### config.mk
export PLATFORM = sky130hd
export DESIGN_NAME = gate_op_arbiter
export DESIGN_NICKNAME = d
export VERILOG_FILES = /design/src/rtl/gate_arb_pkg.sv /design/src/rtl/three_input_gate_core.sv /design/src/rtl/gate_op_arbiter.sv
export SDC_FILE = /design/constraint.sdc
export NUM_CORES = 1
export LEC_CHECK = 0
export ABC_AREA = 1
export CAP_MARGIN = 15
export CORE_ASPECT_RATIO = 0.75
export CORE_MARGIN = 4
export CORE_UTILIZATION = 39
export CTS_BUF_LIST = sky130_fd_sc_hd__clkbuf_16
export CTS_CLUSTER_SIZE = 8
export DETAILED_ROUTE_END_ITERATION = 7
export PLACE_DENSITY = 0.75
export SYNTH_ARGS = -nofsm -noshare
export SYNTH_HDL_FRONTEND = slang
export SYNTH_SLANG_ARGS = --single-unit
### constraint.sdc
create_clock -name i_clk -period 2 [get_ports i_clk]
set_input_delay 0.6 -clock i_clk [delete_from_list [all_inputs] [get_ports i_clk]]
set_output_delay 0.6 -clock i_clk [all_outputs]
set_load 0.005 [all_outputs]
### src/rtl/gate_arb_pkg.sv
// gate_arb_pkg
//   Shared definitions for the gate operation arbiter:
//   - function codes understood by the three-input gate evaluator
//   - FSM state encoding used by gate_op_arbiter
package gate_arb_pkg;

  localparam logic [1:0] CODE_AND3 = 2'b00;
  localparam logic [1:0] CODE_OR3  = 2'b01;
  localparam logic [1:0] CODE_XOR3 = 2'b10;
  localparam logic [1:0] CODE_MAJ3 = 2'b11;

  typedef enum logic [1:0] {
    ST_IDLE = 2'd0,
    ST_EVAL = 2'd1,
    ST_RESP = 2'd2
  } arb_state_e;

endpackage

### src/rtl/three_input_gate_core.sv
// three_input_gate_core
//   Purely combinational three-input gate evaluator.
//   Ports:
//     i_a, i_b, i_c : gate operands
//     i_code        : function select (AND3, OR3, XOR3 odd parity, MAJ3)
//     o_f           : gate result
module three_input_gate_core
  import gate_arb_pkg::*;
(
  input  logic       i_a,
  input  logic       i_b,
  input  logic       i_c,
  input  logic [1:0] i_code,
  output logic       o_f
);

  always_comb begin
    o_f = 1'b0;
    case (i_code)
      CODE_AND3: o_f = i_a & i_b & i_c;
      CODE_OR3:  o_f = i_a | i_b | i_c;
      CODE_XOR3: o_f = i_a ^ i_b ^ i_c;
      CODE_MAJ3: o_f = (i_a & i_b) | (i_a & i_c) | (i_b & i_c);
      default:   o_f = 1'b0;
    endcase
  end

endmodule

### src/rtl/gate_op_arbiter.sv
// gate_op_arbiter
//   Shares one three-input gate evaluator among N_REQ requesters. One
//   operation is in flight at a time: IDLE accepts a request, EVAL registers
//   the gate result, RESP holds the result until the owner accepts it.
//   Ports:
//     i_clk, i_rst_n : clock, synchronous active-low reset
//     i_req_valid    : per-requester request
//     o_req_ready    : one-hot accept strobe (combinational in the IDLE cycle)
//     i_req_a/b/c    : per-requester operands
//     i_req_code     : per-requester 2-bit function code, requester k at [2k+1:2k]
//     o_rsp_valid    : one-hot result valid to the owning requester
//     i_rsp_ready    : per-requester result acceptance (only the owner's bit matters)
//     o_rsp_f        : result bit
//     o_busy         : high whenever the FSM is not in IDLE
//   Configuration macro: GATE_ARB_FIXED_PRIO_EN
//     undefined (default): round-robin arbitration starting from a pointer
//     defined            : fixed priority, lowest valid index wins, no pointer
module gate_op_arbiter
  import gate_arb_pkg::*;
#(
  parameter int N_REQ = 4
)
(
  input  logic               i_clk,
  input  logic               i_rst_n,
  input  logic [N_REQ-1:0]   i_req_valid,
  output logic [N_REQ-1:0]   o_req_ready,
  input  logic [N_REQ-1:0]   i_req_a,
  input  logic [N_REQ-1:0]   i_req_b,
  input  logic [N_REQ-1:0]   i_req_c,
  input  logic [2*N_REQ-1:0] i_req_code,
  output logic [N_REQ-1:0]   o_rsp_valid,
  input  logic [N_REQ-1:0]   i_rsp_ready,
  output logic               o_rsp_f,
  output logic               o_busy
);

  localparam int IDX_W = (N_REQ > 1) ? $clog2(N_REQ) : 1;
  localparam logic [N_REQ-1:0] ONE_HOT0 = {{(N_REQ-1){1'b0}}, 1'b1};

  arb_state_e       state_q, state_d;
  logic [IDX_W-1:0] grant_q, grant_d;
  logic             a_q, a_d;
  logic             b_q, b_d;
  logic             c_q, c_d;
  logic [1:0]       code_q, code_d;
  logic             rsp_f_q, rsp_f_d;

  logic [IDX_W-1:0] win_idx;
  logic             win_found;
  logic             gate_f;

`ifndef GATE_ARB_FIXED_PRIO_EN
  logic [IDX_W-1:0] ptr_q, ptr_d;
`endif

  // Arbitration: loops run from the far end back toward the preferred start
  // so the last assignment (the closest candidate) is the winner.
`ifdef GATE_ARB_FIXED_PRIO_EN
  always_comb begin
    win_idx   = '0;
    win_found = 1'b0;
    for (int k = N_REQ - 1; k >= 0; k--) begin
      if (i_req_valid[IDX_W'(k)]) begin
        win_idx   = IDX_W'(k);
        win_found = 1'b1;
      end
    end
  end
`else
  always_comb begin
    int               idx;
    logic [IDX_W-1:0] cand;
    win_idx   = '0;
    win_found = 1'b0;
    idx       = 0;
    cand      = '0;
    for (int i = N_REQ - 1; i >= 0; i--) begin
      idx = int'(ptr_q) + i;
      if (idx >= N_REQ) begin
        idx = idx - N_REQ;
      end
      cand = IDX_W'(idx);
      if (i_req_valid[cand]) begin
        win_idx   = cand;
        win_found = 1'b1;
      end
    end
  end
`endif

  three_input_gate_core u_core (
    .i_a    (a_q),
    .i_b    (b_q),
    .i_c    (c_q),
    .i_code (code_q),
    .o_f    (gate_f)
  );

  always_comb begin
    state_d     = state_q;
    grant_d     = grant_q;
    a_d         = a_q;
    b_d         = b_q;
    c_d         = c_q;
    code_d      = code_q;
    rsp_f_d     = rsp_f_q;
    o_req_ready = '0;
`ifndef GATE_ARB_FIXED_PRIO_EN
    ptr_d       = ptr_q;
`endif
    case (state_q)
      ST_IDLE: begin
        if (win_found) begin
          o_req_ready = ONE_HOT0 << win_idx;
          grant_d     = win_idx;
          a_d         = i_req_a[win_idx];
          b_d         = i_req_b[win_idx];
          c_d         = i_req_c[win_idx];
          code_d      = i_req_code[{win_idx, 1'b0} +: 2];
          state_d     = ST_EVAL;
        end
      end
      ST_EVAL: begin
        rsp_f_d = gate_f;
        state_d = ST_RESP;
      end
      ST_RESP: begin
        if (i_rsp_ready[grant_q]) begin
          state_d = ST_IDLE;
`ifndef GATE_ARB_FIXED_PRIO_EN
          ptr_d   = (grant_q == IDX_W'(N_REQ - 1)) ? '0 : grant_q + 1'b1;
`endif
        end
      end
      default: state_d = ST_IDLE;
    endcase
    // The accept strobe is combinational, so it must be masked while reset
    // is held or a requester could believe it was accepted.
    if (!i_rst_n) begin
      o_req_ready = '0;
    end
  end

  always_ff @(posedge i_clk) begin
    if (!i_rst_n) begin
      state_q <= ST_IDLE;
      grant_q <= '0;
      a_q     <= 1'b0;
      b_q     <= 1'b0;
      c_q     <= 1'b0;
      code_q  <= 2'b00;
      rsp_f_q <= 1'b0;
`ifndef GATE_ARB_FIXED_PRIO_EN
      ptr_q   <= '0;
`endif
    end else begin
      state_q <= state_d;
      grant_q <= grant_d;
      a_q     <= a_d;
      b_q     <= b_d;
      c_q     <= c_d;
      code_q  <= code_d;
      rsp_f_q <= rsp_f_d;
`ifndef GATE_ARB_FIXED_PRIO_EN
      ptr_q   <= ptr_d;
`endif
    end
  end

  assign o_rsp_valid = (state_q == ST_RESP) ? (ONE_HOT0 << grant_q) : '0;
  assign o_rsp_f     = rsp_f_q;
  assign o_busy      = (state_q != ST_IDLE);

endmodule

## Yosys cells after proc, flatten, opt, wreduce, memory -nomap -nowiden

Index checks and enable logic that the tools add are counted.

| word-level totals | value |
|---|---|
| logic and storage cells | 90 |
| input port bits | 30 |
| output and inout bits | 10 |
| flip-flop bits (word level) | 12 |

| cells by class | value |
|---|---|
| multiplexer cells | 37 |
| $lt $le $gt $ge | 10 |
| reductions and logical operators | 6 |
| add/sub/neg operators | 8 |
| equality and inequality tests | 8 |
| shifts and indexed selects | 3 |
| bitwise gates (word level) | 10 |

Operators with widths:

| operator | number |
|---|---|
| 2-bit 2-to-1 mux | 11 |
| 2-bit by 3-bit < comparator with 1-bit output, second input constant | 6 |
| 1-bit binary-select mux with 2-bit select | 8 |
| 4-bit 2-to-1 mux | 4 |
| 1-bit 2-to-1 mux | 12 |
| 3-bit >= comparator, second input constant | 3 |
| 2-bit equality test, second input constant | 4 |
| 8-bit by 4-bit variable part select with 2-bit output | 1 |
| 1-bit by 2-bit left shift with 4-bit output, first input constant | 2 |
| 2-bit by 1-bit subtractor with 2-bit output, second input constant | 4 |
| 2-bit by 2-bit adder with 3-bit output, second input constant | 2 |
| 2-bit case mux with 3 select lines | 1 |
| 2-bit AND reduction | 3 |
| 1-bit bitwise AND | 4 |
| 2-bit by 1-bit equality test with 1-bit output, second input constant | 2 |
| 2-bit zero test | 2 |
| 2-bit != test, second input constant | 2 |
| 1-bit bitwise OR | 4 |
| 1-bit case mux with 4 select lines | 1 |
| 2-bit by 1-bit adder with 3-bit output, second input constant | 1 |
| 2-bit by 3-bit >= comparator with 1-bit output, second input constant | 1 |
| 2-bit by 1-bit adder with 2-bit output, second input constant | 1 |
| 2-bit nonzero test | 1 |
| 1-bit XOR | 2 |

## Longest topological paths before layout

Gate-level depths: netlist (run 1).

| logic depth | value |
|---|---|
| depth in word-level cells | 13 |
| gate-level depth with buffers | 14 |
| mapped depth without buffers | 12 |

## Cells and area by module

Synthesis (run 1) repeated with hierarchy kept, for this count alone.

| second synthesis, totals | value |
|---|---|
| cell total of the unflattened synthesis | 182 |
| area, all modules | 1116.1 sq um |

By module, submodules not included:

| module | cells each | area an instance (sq um) | times used |
|---|---|---|---|
| gate_op_arbiter | 163 | 1011.0 | 1 |
| three_input_gate_core | 19 | 105.1 | 1 |

## Worst setup path before layout (run 1)

OpenSTA, ideal clock, no wires.

| timing path | value |
|---|---|
| path kind | input to output |
| start point | input i_req_valid[3] |
| end point | output o_req_ready[0] |
| arrival time | 1.477 ns |
| setup slack | -0.077 ns |
| cell stages on the path | 10 |
| cell sequence | inv_1 -> nand2_1 -> nand3_1 -> nand2_1 -> inv_2 -> nand2_1 -> nand3_2 -> nand2_2 -> buf_6 -> nor3_1 |

| between the ends | value |
|---|---|
| longest elaborated chain between the ends | 10 |
| elaborated cells between the ends (all ways) | 20 |

Ends and longest elaborated chain:

| element | line | text |
|---|---|---|
| from (decl) | gate_op_arbiter.sv:26 | `input logic [N_REQ-1:0] i_req_valid,` |
| 1-bit binary-select mux with 2-bit select | gate_op_arbiter.sv:84 | `if (i_req_valid[cand]) begin` |
| 1-bit 2-to-1 mux (not written as such) | gate_op_arbiter.sv:84 |  |
| 2-bit 2-to-1 mux (4 in a row) | gate_op_arbiter.sv:84 |  |
| 1-bit by 2-bit left shift with 4-bit output | gate_op_arbiter.sv:115 | `o_req_ready = ONE_HOT0 << win_idx;` |
| 4-bit 2-to-1 mux (*) | gate_op_arbiter.sv:114 | `if (win_found) begin` |
| 4-bit 2-to-1 mux (*) | gate_op_arbiter.sv:112 | `case (state_q)` |
| 4-bit 2-to-1 mux (*) | gate_op_arbiter.sv:140 | `if (!i_rst_n) begin` |
| to (decl) | gate_op_arbiter.sv:27 | `output logic [N_REQ-1:0] o_req_ready,` |

Every way passes the cells marked *; elsewhere a longest branch is shown, timed or not. The select of a mux whose other input is x is not followed.

## Worst setup path after layout (run 1)

| timing path | value |
|---|---|
| start point | register ptr_q[0] |
| end point | output o_req_ready[0] |

| between the ends | value |
|---|---|
| longest elaborated chain between the ends | 13 |
| elaborated cells between the ends (all ways) | 35 |

Ends and longest elaborated chain:

| element | line | text |
|---|---|---|
| from (decl) | gate_op_arbiter.sv:54 | `logic [IDX_W-1:0] ptr_q, ptr_d;` |
| from (signal assigned) | gate_op_arbiter.sv:166 | `ptr_q <= ptr_d;` |
| 2-bit by 2-bit adder with 3-bit output | gate_op_arbiter.sv:79 | `idx = int'(ptr_q) + i;` |
| 3-bit >= comparator or 2-bit by 1-bit subtractor with 2-bit output (tied branches) | gate_op_arbiter.sv:80, gate_op_arbiter.sv:81 |  |
| 2-bit 2-to-1 mux | gate_op_arbiter.sv:80 | `if (idx >= N_REQ) begin` |
| 1-bit binary-select mux with 2-bit select | gate_op_arbiter.sv:84 |  |
| 1-bit 2-to-1 mux (not written as such) | gate_op_arbiter.sv:84 |  |
| 2-bit 2-to-1 mux (4 in a row) | gate_op_arbiter.sv:84 |  |
| 1-bit by 2-bit left shift with 4-bit output | gate_op_arbiter.sv:115 |  |
| 4-bit 2-to-1 mux (*) | gate_op_arbiter.sv:114 |  |
| 4-bit 2-to-1 mux (*) | gate_op_arbiter.sv:112 |  |
| 4-bit 2-to-1 mux (*) | gate_op_arbiter.sv:140 |  |

Marks and branches as above.

==> impl_summary.md, run 1 <==
Finish
The final instance area is between 2000 and 2500 um^2. The post-route core utilization is 80.9%. The multi-input combinational cells in the finished layout cover a total of 963 um^2. The repair_antennas step left the layout with diodes totalling 0. At the end of the flow, the number of nets in the layout was roughly 280. In the final layout, flip-flops and latches occupy roughly 250 um^2.

The layout overhead on the synthesized area is 99.9%. The layout has 156 filler cells. In the final layout, the share of cells above drive strength 1 is a little under half.

Pwr
In this run the static leakage power is 1.01 nW. The share of total power in combinational logic is ~54%. The cell internal power dissipation is approximately 0.90 mW. The net switching power is 0.547 mW. Of the total power, registers draw between 20 and 25%. The share of total power in the clock network is 24.3%. For this design the ratio of total power to cell area is between 600 and 700 nW/um^2. The proportion of total power due to net switching is between 30% and 40%. The worst ir drop on vdd is 0.427 mV.

Logic synthesis
The cell accounting for the most synthesized area is sky130_fd_sc_hd__dfxtp_1. Dividing the synthesized area by the synthesized cell count gives ~6.1 um^2. Ranked by total cell area, the synthesized netlist is headed by sky130_fd_sc_hd__dfxtp_1 (23%), sky130_fd_sc_hd__nand2_1 (18%), sky130_fd_sc_hd__nand3_1 (15%), sky130_fd_sc_hd__inv_1 (7.5%), sky130_fd_sc_hd__ha_1 (7.1%).

By count the netlist is led by sky130_fd_sc_hd__nand2_1 (50), sky130_fd_sc_hd__nand3_1 (32), sky130_fd_sc_hd__inv_1 (21). The Yosys warning count is 0. The synthesized netlist occupies a cell area of 1050 um^2. The net count of the mapped netlist is 211.

The distinct cell type count after synthesis is 21. The most common cell in the netlist is sky130_fd_sc_hd__nand2_1. Summed over its instances, the top area cell type makes up 22.8% of the synthesized netlist area. The flip-flop and latch count after synthesis is 12. Counting flops with an async set or reset pin after synthesis yields a share of 0%. The most used flip-flop cell after synthesis is sky130_fd_sc_hd__dfxtp_1. The synthesized instance count is 174. Summing the sequential cell areas from Yosys gives 22.8% of the chip area. The number of synthesized flops with an enable pin is 0.

Floorplan
In this run the standard cell core region covers about 2600 um^2. The initialized floorplan defines 16 standard-cell rows. The y dimension of the die is between 50 and 60 um. The floorplan step defined a die boundary enclosing roughly 3600 um^2.

For this configuration, the core starts out at a cell density of 40.5%. The number of primary I/O pins is 40. The die span in x is 68.0 um.

Detailed routing
The number of remaining DRC errors is 0. After detailed routing, the average wire length per cell comes to 17.2 um. The count of antenna-violating nets left after detailed routing is 0. The first detailed-routing pass took 5 iterations. The detailed router placed 1533 vias in this run. The total wire length after detailed routing is 4830 um. The number of vias per cell is 5.46.

After the first detailed-routing iteration, the DRC count stood at 119.

Placement
The final RePlAce weighted congestion is ~0.84. The placed wire-length estimate is 2530 um. During placement, the flow inserted port buffers numbering 39. After detailed placement, the total cell area comes to 1660 um^2.

Global routing
The total congestion overflow after global routing is 0. In the global route stage, overall resource usage came out at 23.9%. The via count of the first global-routing pass is between 1k and 1.5k.

The initial antenna violation count is 0. The first global-routing pass estimated 6500 um of wire. The largest net degree at the start of global routing is 11.

CTS
The number of CTS-inserted buffers is 3. The maximum clock insertion buffer count is 2. Buffers inserted to repair hold after CTS numbered 0. CTS built an H-tree with a depth of 1. The clock sink total is 12. In this run the clock root is driven by a sky130_fd_sc_hd__clkbuf_16.

After clock tree synthesis, the clock-pin slew on the worst setup and hold paths is 0.04 ns. TritonCTS built the clock tree. The clock latency reported for the late side of the worst-skew pair is 0.23 ns.

Timing
The post-route clock period utilization is 121%. Between clock sinks in the finished design, the worst skew comes to 0.00153 ns. The final setup violation count is 5. Setup repair after global routing could not meet its margin everywhere. Final hold analysis gives a worst-case slack of approximately 0.48 ns. The minimum clock period is roughly 2.4 ns. Measured against its own limit, the worst slew margin works out to approximately two thirds. For the pin with the worst max-slew slack, the measured transition is around 0.50 ns. The hold violation total from the final report is 0. The max-slew violation total from the final report was 0.

In the post-route analysis, the smallest setup slack over all paths is -0.415 ns. The maximum clock rate is just over 400 MHz.

Critical path
The endpoint kind of the worst setup timing path is an output pin. The worst reg2reg path startpoint is ptr_q[0]. The endpoint identified for the worst register-to-register timing path is a_q. Counting cells, the worst reg-to-reg path comes to 16. The critical path goes through buf_12 > inv_12 > nand2_2 > nand2_2 > nand2_2 > nand2_2 > nand2_2 > nand3_4 > nand2_4 > buf_6 > nor3_4 > buf_2. The worst endpoint required time is 1.40 ns. The critical path class is reg -> out.

The signal arrival time at the worst endpoint is 1.82 ns. The kind of launch point of the worst setup path is a flip-flop. The largest driver fanout on the critical path is 6. The cell that appears most often on the critical path is sky130_fd_sc_hd__nand2_2. The critical path starts at ptr_q[0]. On the worst path, the slowest cell contributes a delay of between 0.3 and 0.4 ns.

Setup slack on the worst reg-to-reg path comes out at -0.01 ns. The cell at the slowest stage of the critical path is sky130_fd_sc_hd__dfxtp_4.

Hold path
The start point of the worst min-delay path is code_q[1]. The class of the worst hold path is reg -> reg. The worst hold path endpoint is code_q[1]. The number of instances on the worst hold path is 2.

Outcome
The run finished, with violations left. The final reports fail on negative setup slack.

Job
Across the run, the number of max-cap violations was 0.
-- cell families after synthesis --
family	Yosys count	synth area share (%)
fa+ha+maj	7	9.03
flops	12	22.8
compound gates	16	9.26
buf+inv	29	12.7
simple gates	110	46.2
-- cells in the final DEF, fill, tap and decap left out, types with 3 or more instances in the layout --
| master | instances |
|---|---|
| sky130_fd_sc_hd__buf_2 | 6 |
| sky130_fd_sc_hd__buf_4 | 29 |
| sky130_fd_sc_hd__clkbuf_16 | 4 |
| sky130_fd_sc_hd__clkdlybuf4s50_1 | 27 |
| sky130_fd_sc_hd__dfxtp_1 | 8 |
| sky130_fd_sc_hd__dfxtp_2 | 3 |
| sky130_fd_sc_hd__dlygate4sd2_1 | 4 |
| sky130_fd_sc_hd__ha_1 | 6 |
| sky130_fd_sc_hd__inv_1 | 14 |
| sky130_fd_sc_hd__inv_2 | 9 |
| sky130_fd_sc_hd__nand2_1 | 31 |
| sky130_fd_sc_hd__nand2_2 | 13 |
| sky130_fd_sc_hd__nand2_4 | 10 |
| sky130_fd_sc_hd__nand3_1 | 17 |
| sky130_fd_sc_hd__nand3_2 | 15 |
| sky130_fd_sc_hd__nor2_1 | 10 |
| sky130_fd_sc_hd__nor2_2 | 5 |
| sky130_fd_sc_hd__nor3_4 | 3 |
| sky130_fd_sc_hd__o21ai_0 | 8 |
-- through the flow --
step,power [mW],setup WS [ns],cells,TNS (ns)
6_report,1.45,-0.415,281,-1.61
5_1_grt,1.53,-0.497,281,-2.00
4_1_cts,1.30,-0.335,281,-2.22
3_5_place_dp,0.847,-1.23,264,-8.18
3_3_place_gp,0.826,-1.14,264,-7.04
2_1_floorplan,0.622,-0.0123,174,-0.0217
-- sequential cells by signal, indices dropped and copies added, names as in the netlist --
signal / count
code_q: 2
grant_q: 2
ptr_q: 2
state_q: 2
a_q: 1
b_q: 1
c_q: 1
o_rsp_f: 1
-- how the worst max path moves through the flow --
stage / depth (start not counted) / slack, ns / endpoint
3_3_place_gp: 10 / -1.14 / o_req_ready[1]
6_report: 12 / -0.42 / o_req_ready[0]
3_5_place_dp: 12 / -1.23 / o_req_ready[1]
2_1_floorplan: 9 / -0.01 / o_req_ready[1]
4_1_cts: 12 / -0.34 / o_req_ready[2]
5_1_grt: 9 / -0.50 / o_req_ready[2]
-- power groups by stage --
| stage | Sequential (mW) | Clock, mW | Combinational, mW |
|---|---|---|---|
| after floorplan | 0.312 | 0 | 0.310 |
| after CTS | 0.319 | 0.352 | 0.624 |
| after detailed placement | 0.320 | 0 | 0.526 |
| after global placement | 0.318 | 0 | 0.508 |
| after global routing | 0.328 | 0.369 | 0.829 |
| final | 0.321 | 0.351 | 0.775 |
-- cell type report --
class | instances | area share, %
tap | 36 | 2.14
inverter | 25 | 5.64
multi-input combinational | 133 | 45.8
timing repair buffer | 72 | 31.1
clock buffer | 3 | 3.57
sequential | 12 | 11.8
-- repair_timing --
item | 4_1_cts | 5_1_grt
pin swaps | 22 | 15
endpoints found under the setup margin | 16 | 9
setup buffers | 14 | 4
gates cloned | 0 | 1
resized for setup | 76 | 38
hold endpoints to repair | 0 | 0
-- routing by layer --
| metal | global-route usage [%] | routed length [um] | vias to the layer above |
|---|---|---|---|
| met5 | 0 | 0 | - |
| met4 | 9.57 | 226 | 0 |
| met3 | 4.25 | 454 | 27 |
| met2 | 43.4 | 2260 | 108 |
| met1 | 27.6 | 1900 | 699 |
| li1 | - | - | 699 |
-- worst max-delay path: cells and delay by family (launching register included) --
kind / cells / cell delay, ns
AND/OR/NAND/NOR: 8 / 0.71
buffers and inverters: 4 / 0.50
flip-flops: 1 / 0.35
Power figures use the tool's default switching activity.
==> inputs of run 2 (changes only) <==
Settings changed: PLACE_DENSITY 0.75 to 0.84.
==> run 2 against run 1 <==
Compared with the run above: the run still ends with negative setup slack left; die area stayed put; clock skew hardly changed; first-iteration DRC count is 26% lower; register-to-register slack better by 0.09 ns; via count is 5.0% lower; setup slack better by 0.041 ns; global-route usage is 3.6 points lower; total power is 4.2% lower; hold slack better by 0.021 ns; maximum frequency is 1.7% higher; critical path type unchanged.
==> impl_summary.md, run 2 (same netlist as run 1, synthesis figures left out) <==
Critical path
The largest individual stage delay along the critical path comes from the cell sky130_fd_sc_hd__dfxtp_2. The largest driver fanout on the critical path is 6. The endpoint of the most critical register-to-register path is a_q. The kind of launch point of the worst setup path is a flip-flop.

The origin of the worst setup path is ptr_q[0]. Walking the worst path, the cells encountered are buf_6 > clkinv_8 > nand2_1 > nand2_2 > nand2_4 > nand2_1 > nand2_1 > nand3_2 > nand2_4 > nand2_4 > nor2_4 > buf_2. The worst endpoint required time is 1.40 ns. In this run the worst setup path terminates at o_req_ready[3]. The setup check on the worst reg-to-reg path leaves a slack of 0.08 ns. The worst setup path is captured at an output pin. The biggest cell delay along the critical path is 0.35 ns. The number of cells on the worst reg-to-reg path is 14. The critical path class is reg -> out.

Data arrives at the worst endpoint at 1.77 ns. The worst reg2reg path startpoint is ptr_q[0].

CTS
The TritonCTS clock tree is done. In this run, post-CTS hold repair placed 0 buffers. The library cell used as clock root buffer is sky130_fd_sc_hd__clkbuf_16. The clock sink total is 12. The clock latency reported for the late side of the worst-skew pair is 0.24 ns. After clock tree synthesis, the clock-pin slew on the worst setup and hold paths is 0.05 ns. The number of CTS-inserted buffers is 3.

The maximum clock insertion buffer count is 2. The CTS H-tree depth is 1.

Placement
The number of I/O port buffers is 39. The placed cell area is ~1600 um^2. Counting tap cells, the placed design contains a total of 262 instances. Routability-driven placement finished with a final weighted congestion of ~0.9. The placed wire-length estimate is 2280 um.

Floorplan
40 I/O pins were placed. The y dimension of the die is 53.0 um. The die covers 3610 um^2. The starting density of the core is 40.5%. The site row count is 16. After floorplanning, the core was sized to cover 2600 um^2. The die span in x is slightly below 70 um.

Finish
The post-route core utilization is 78.5%. The filler-free cell count of the finished design is 282. The share of layout cells above drive strength 1 is 41.9%. Compared with the post-synthesis result, the final layout area differs by 93.8%. The final layout net count is 284. The final instance area is 2040 um^2. The antenna cell count is 0. The library cells used most frequently in the layout, excluding fill and tap cells, are sky130_fd_sc_hd__nand2_1 (34), sky130_fd_sc_hd__buf_4 (30), sky130_fd_sc_hd__clkdlybuf4s50_1 (27). The library cell used most frequently in the layout, excluding fill and tap cells, is sky130_fd_sc_hd__nand2_1.

Detailed routing
The count of nets left with antenna violations once routing finished came out at 0. The routed design has between 4000 and 5000 um of wire. For this run, design rule violations remaining after detail routing come to 0. The first detailed-routing pass took 4 iterations. Dividing the detail-routed wire length by the instance count gives about 15 um. After the first detailed-routing iteration, the DRC count stood at 88.

The number of vias per cell is 5.16. The routed layout has 1456 vias.

Global routing
Entering global routing, the biggest net connects 11 pins. For this run the aggregate overflow at the end of global routing stands at 0. The global router's overall resource usage is 20.3%. The first-pass GRT wire length is 5710 um. The initial antenna violation count was 0. The via count of the first global-routing pass is 1339.

Pwr
The static leakage power is 0.995 nW. For this design the ratio of total power to cell area is 679 nW/um^2. VDD sags by at most ~0.31 mV.

Timing
For the pin with the worst max-slew slack, the measured transition is 0.368 ns. The minimum clock period is about 2.4 ns. The max-slew violation total from the final report was 0. Headroom to the max-slew limit came out at between 70% and 80%.

The hold violation total from the final report is 0. Between clock sinks in the finished design, the worst skew comes to ~0.0018 ns. The maximum clock rate is 421 MHz. The smallest setup slack after layout is -0.374 ns. The final setup violation count is 4. The post-route clock period utilization is 119%. Setup repair after global routing could not meet its margin everywhere.

Job
The count of maximum capacitance violations is 0.

Hold path
The class of the worst hold path is reg -> reg.

Outcome
The final reports fail on negative setup slack. The flow ran to the end, but the final reports show violations.
[run 2: final cells by class]
type,instances,area [um^2]
multi-input cells,133,920
repair buffers,72,627
fillers,165,561
flip-flops and latches,12,245
inverters,25,126
clock buffers,3,75.1
well taps,36,45.0
clock inverters,1,3.75
[run 2: worst min path at each step]
stage	start	end	slack (ns)	cells after the start
finish	code_q[1]	code_q[1]	0.50	2
global route	code_q[1]	code_q[1]	0.52	2
CTS	code_q[1]	code_q[1]	0.48	2
detailed placement	code_q[1]	code_q[1]	0.47	2
global placement	code_q[1]	code_q[1]	0.45	2
floorplan	code_q[1]	code_q[1]	0.44	2
[run 2: critical path, delay by kind of cell, from the launching register on]
| kind | cells | cell delay [ns] |
|---|---|---|
| and+or+nand+nor | 9 | 0.83 |
| DFF | 1 | 0.35 |
| buffers and inverters | 3 | 0.34 |
[run 2: metrics by stage]
| step | TNS (ns) | total power, mW | hold WS [ns] | worst slack, ns |
|---|---|---|---|---|
| finish | -1.36 | 1.39 | 0.499 | -0.374 |
| global route | -1.82 | 1.46 | 0.518 | -0.466 |
| detailed placement | -7.47 | 0.824 | 0.468 | -1.17 |
| floorplan | -0.0217 | 0.622 | 0.441 | -0.0123 |
| global placement | -7.34 | 0.813 | 0.454 | -1.17 |
| CTS | -0.919 | 1.26 | 0.476 | -0.240 |
[run 2: per-layer routing]
metal / GRT usage, % / wire, um / share of wire [%]
met2: 34.2 / 2130 / 49
met1: 25.7 / 1780 / 41
met5: 0 / 0 / 0
met3: 2.12 / 280 / 6.5
met4: 9.57 / 125 / 2.9
[run 2: timing repair]
item / 4_1_cts / 5_1_grt
endpoints found under the setup margin: 15 / 4
buffers inserted: 13 / 3
gates resized for setup: 71 / 35
pin swaps: 15 / 16
[run 2: report_power, final]
| part | internal (mW) | leakage, nW | switching (mW) |
|---|---|---|---|
| clock network | 0.264 | 0.0385 | 0.113 |
| registers | 0.280 | 0.100 | 0.0416 |
| logic | 0.320 | 0.856 | 0.368 |
| total | 0.864 | 0.995 | 0.523 |
==> inputs of run 3 (changes only) <==
Settings changed: ABC_CLOCK_PERIOD_IN_PS set to 2000, CORE_MARGIN 4 to 2, SLEW_MARGIN set to 0.
==> run 3 against run 2 <==
Compared with the run above: the run still ends with negative setup slack left; final cell count decreased by 3.2%; via count decreased by 8.0%; die area fell by 13%; combinational power down 15%; critical path depth decreased by 1; critical endpoint unchanged; largest cell class unchanged.
==> impl_summary.md, run 3 (same netlist as run 1, synthesis figures left out) <==
Outcome
The flow ran to the end, but the final reports show violations. The final reports fail on negative setup slack.

Timing
The smallest setup slack after layout is -0.295 ns. The clock skew after layout is approximately 0.0054 ns. The worst path uses 115% of the clock period. On the final layout, the worst hold slack is ~0.5 ns. The final setup violation count is 4. The hold violation total from the final report is 0. The maximum clock rate is 436 MHz. For the finished layout, the period the worst path requires is about 2.3 ns. The worst pin sits at a relative slew slack of between 80% and 90%. Setup repair after global routing could not meet its margin everywhere. The max-slew violation total from the final report is 0. The slew at the pin closest to its max-slew limit is 0.255 ns.

Job
The tool flagged a number of max-cap violations equal to 0.

Detailed routing
Summed over all nets, wire length on met3 after detailed routing comes to 145 um. The count of nets left with antenna violations once routing finished came out at 0. The detailed router placed 1340 vias in this run. The wire length per cell is approximately 12 um. After detailed routing, the number of remaining DRC violations is 0. The total length of routed met2 wires is about 1500 um.

The violation count after the first detailed-routing iteration is 66. The detailed router put a total of about 1500 um of wire on met1. The number of vias per cell is 4.91. The iteration count of the initial detailed-routing pass is 4.

After detailed routing, no signal wire sits above met4. The routed design has around 3300 um of wire.

Hold path
In this run the worst hold path is classified as reg -> reg.

Placement
The placed wire-length estimate is 2170 um. The number of I/O port buffers is 39. At the end of routability-driven placement, the weighted congestion stood at between 0.9 and 1. The placed instances occupy a cell area of 1640 um^2. The number of placed instances, taps included, is 261.

Critical path
The critical path goes through buf_6 > nand2_1 > nand2_1 > nand2_4 > nand2_1 > nand2_1 > nand3_2 > nand2_4 > nand2_4 > nor2_4 > buf_2. In this design, the largest share of critical-path delay is due to simple AND/OR/NAND/NOR gates. The signal arrival time at the worst endpoint is about 1.7 ns. Data on the critical path is required at its endpoint by 1.40 ns. The endpoint kind of the worst setup timing path is an output pin. The cell at the slowest stage of the critical path is sky130_fd_sc_hd__dfxtp_4. The kind of launch point of the worst setup path is a flip-flop. The biggest cell delay along the critical path is between 0.3 and 0.4 ns. In this run the worst path has a maximum fanout of 4.

Counting both buffers and inverters, the worst setup path holds a total of 2. The critical path is of the reg -> out type. Counting stages on the worst path, the most repeated cell is sky130_fd_sc_hd__nand2_1.

Floorplan
The core region is 2580 um^2. The die span in x is 64.0 um. In this run the vertical extent of the chip is 49.0 um.

The floorplan has 16 rows. Pin placement for this block handled 40 I/O pins. The overall die area is 3140 um^2.

The initial utilization of the core area, before any placement, comes to 40.8%.

CTS
The clock transition at the registers of the reported paths is 0.05 ns. TritonCTS built the clock tree. The CTS H-tree depth is 1. The maximum clock insertion buffer count is 2. The library cell used as clock root buffer is sky130_fd_sc_hd__clkbuf_16. For this design, the sink count on the clock tree is 12. The number of hold buffers added after CTS was 0. TritonCTS created 3 clock buffers. The clock reaches the later pin of the worst-skew pair after 0.24 ns.

Global routing
The first global-routing pass estimated 5110 um of wire. The total congestion overflow after global routing is 0. The via count of the first global-routing pass was 1172. The global router's overall resource usage is 20.6%. Entering global routing, the biggest net connects 11 pins. The initial antenna violation count is 0.

Pwr
The analysis attributes to cell leakage a power of 0.930 nW. The overall power after layout is 1.28 mW. VDD sags by at most 0.321 mV. Power spread over the standard cell area amounts to 689 nW/um^2.

Finish
Relative to the synthesized area, the layout overhead comes to 76.8%. Counting the fill cells in the layout gives 182. After routing the design area is 1860 um^2. Of the cells placed in the final design, the portion with a size suffix greater than 1 is about a third. The net count of the finished layout is 275. The library cell used most frequently in the layout, excluding fill and tap cells, is sky130_fd_sc_hd__nand2_1.

The antenna cell count is 0. The post-route core utilization is between 70% and 80%. The top cell types in the final layout, fill and taps aside, are sky130_fd_sc_hd__nand2_1 (39), sky130_fd_sc_hd__nand3_1 (29), sky130_fd_sc_hd__clkdlybuf4s50_1 (27). The filler-free cell count of the finished design is around 270.
==> run 3: cell count changes in the layout (fill, tap and decap cells not counted), sizes merged <==
cell    before  now
buf         41   32
clkinv       2    1
inv         24   25
==> run 3: worst reg2reg max path: stages (launching register included) <==
cell	delay, ns
sky130_fd_sc_hd__dfxtp_4	0.40
sky130_fd_sc_hd__buf_12	0.13
sky130_fd_sc_hd__nand2_4	0.06
sky130_fd_sc_hd__nand2_2	0.07
sky130_fd_sc_hd__nand2_2	0.08
sky130_fd_sc_hd__nor3_4	0.15
sky130_fd_sc_hd__nor2_2	0.06
sky130_fd_sc_hd__nand2_2	0.13
sky130_fd_sc_hd__inv_2	0.07
sky130_fd_sc_hd__buf_4	0.13
sky130_fd_sc_hd__buf_4	0.12
sky130_fd_sc_hd__buf_4	0.15
sky130_fd_sc_hd__nand3_1	0.09
sky130_fd_sc_hd__nand2_1	0.07
==> run 3: area by class of cell <==
type,instances,area [um^2],area share (%)
clock buffer,3,75.1,4.03
clock inverter,1,3.75,0.201
inverter,25,114,6.11
multi-input combinational,133,813,43.7
sequential,12,245,13.2
tap,36,45.0,2.42
timing repair buffer,63,567,30.4
==> run 3: timing repair <==
action	CTS	global route
resized for setup	65	14
pin swaps	12	19
endpoints found under the setup margin	15	4
hold endpoints to repair	0	0
setup buffers	6	3
==> run 3: report_power, final <==
group | total, mW | internal (mW) | switching [mW]
clock | 0.375 | 0.264 | 0.111
sequential | 0.323 | 0.279 | 0.0445
combinational | 0.584 | 0.278 | 0.306
==> run 3: worst paths after layout <==
path / depth (start not counted) / from / slack, ns / endpoint
worst max-delay path: 11 / ptr_q[0] / -0.30 / o_req_ready[3]
worst min-delay path: 2 / code_q[0] / 0.49 / code_q[0]
worst max register to register: 13 / ptr_q[0] / 0.20 / code_q[1]
worst min register to register: 2 / code_q[0] / 0.49 / code_q[0]
==> run 3: stage by stage <==
stage | setup WS, ns | setup TNS (ns)
floorplan | -0.0123 | -0.0217
global placement | -1.13 | -6.96
detailed placement | -1.18 | -7.49
CTS | -0.247 | -0.936
global route | -0.395 | -1.49
finish | -0.295 | -1.08
==> run 3: per-layer routing <==
metal / track usage (%) / up-vias
met1: 28.3 / 605
met3: 2.54 / 10
met4: 10.1 / 0
met2: 31.8 / 42
met5: 0 / -
li1: - / 683
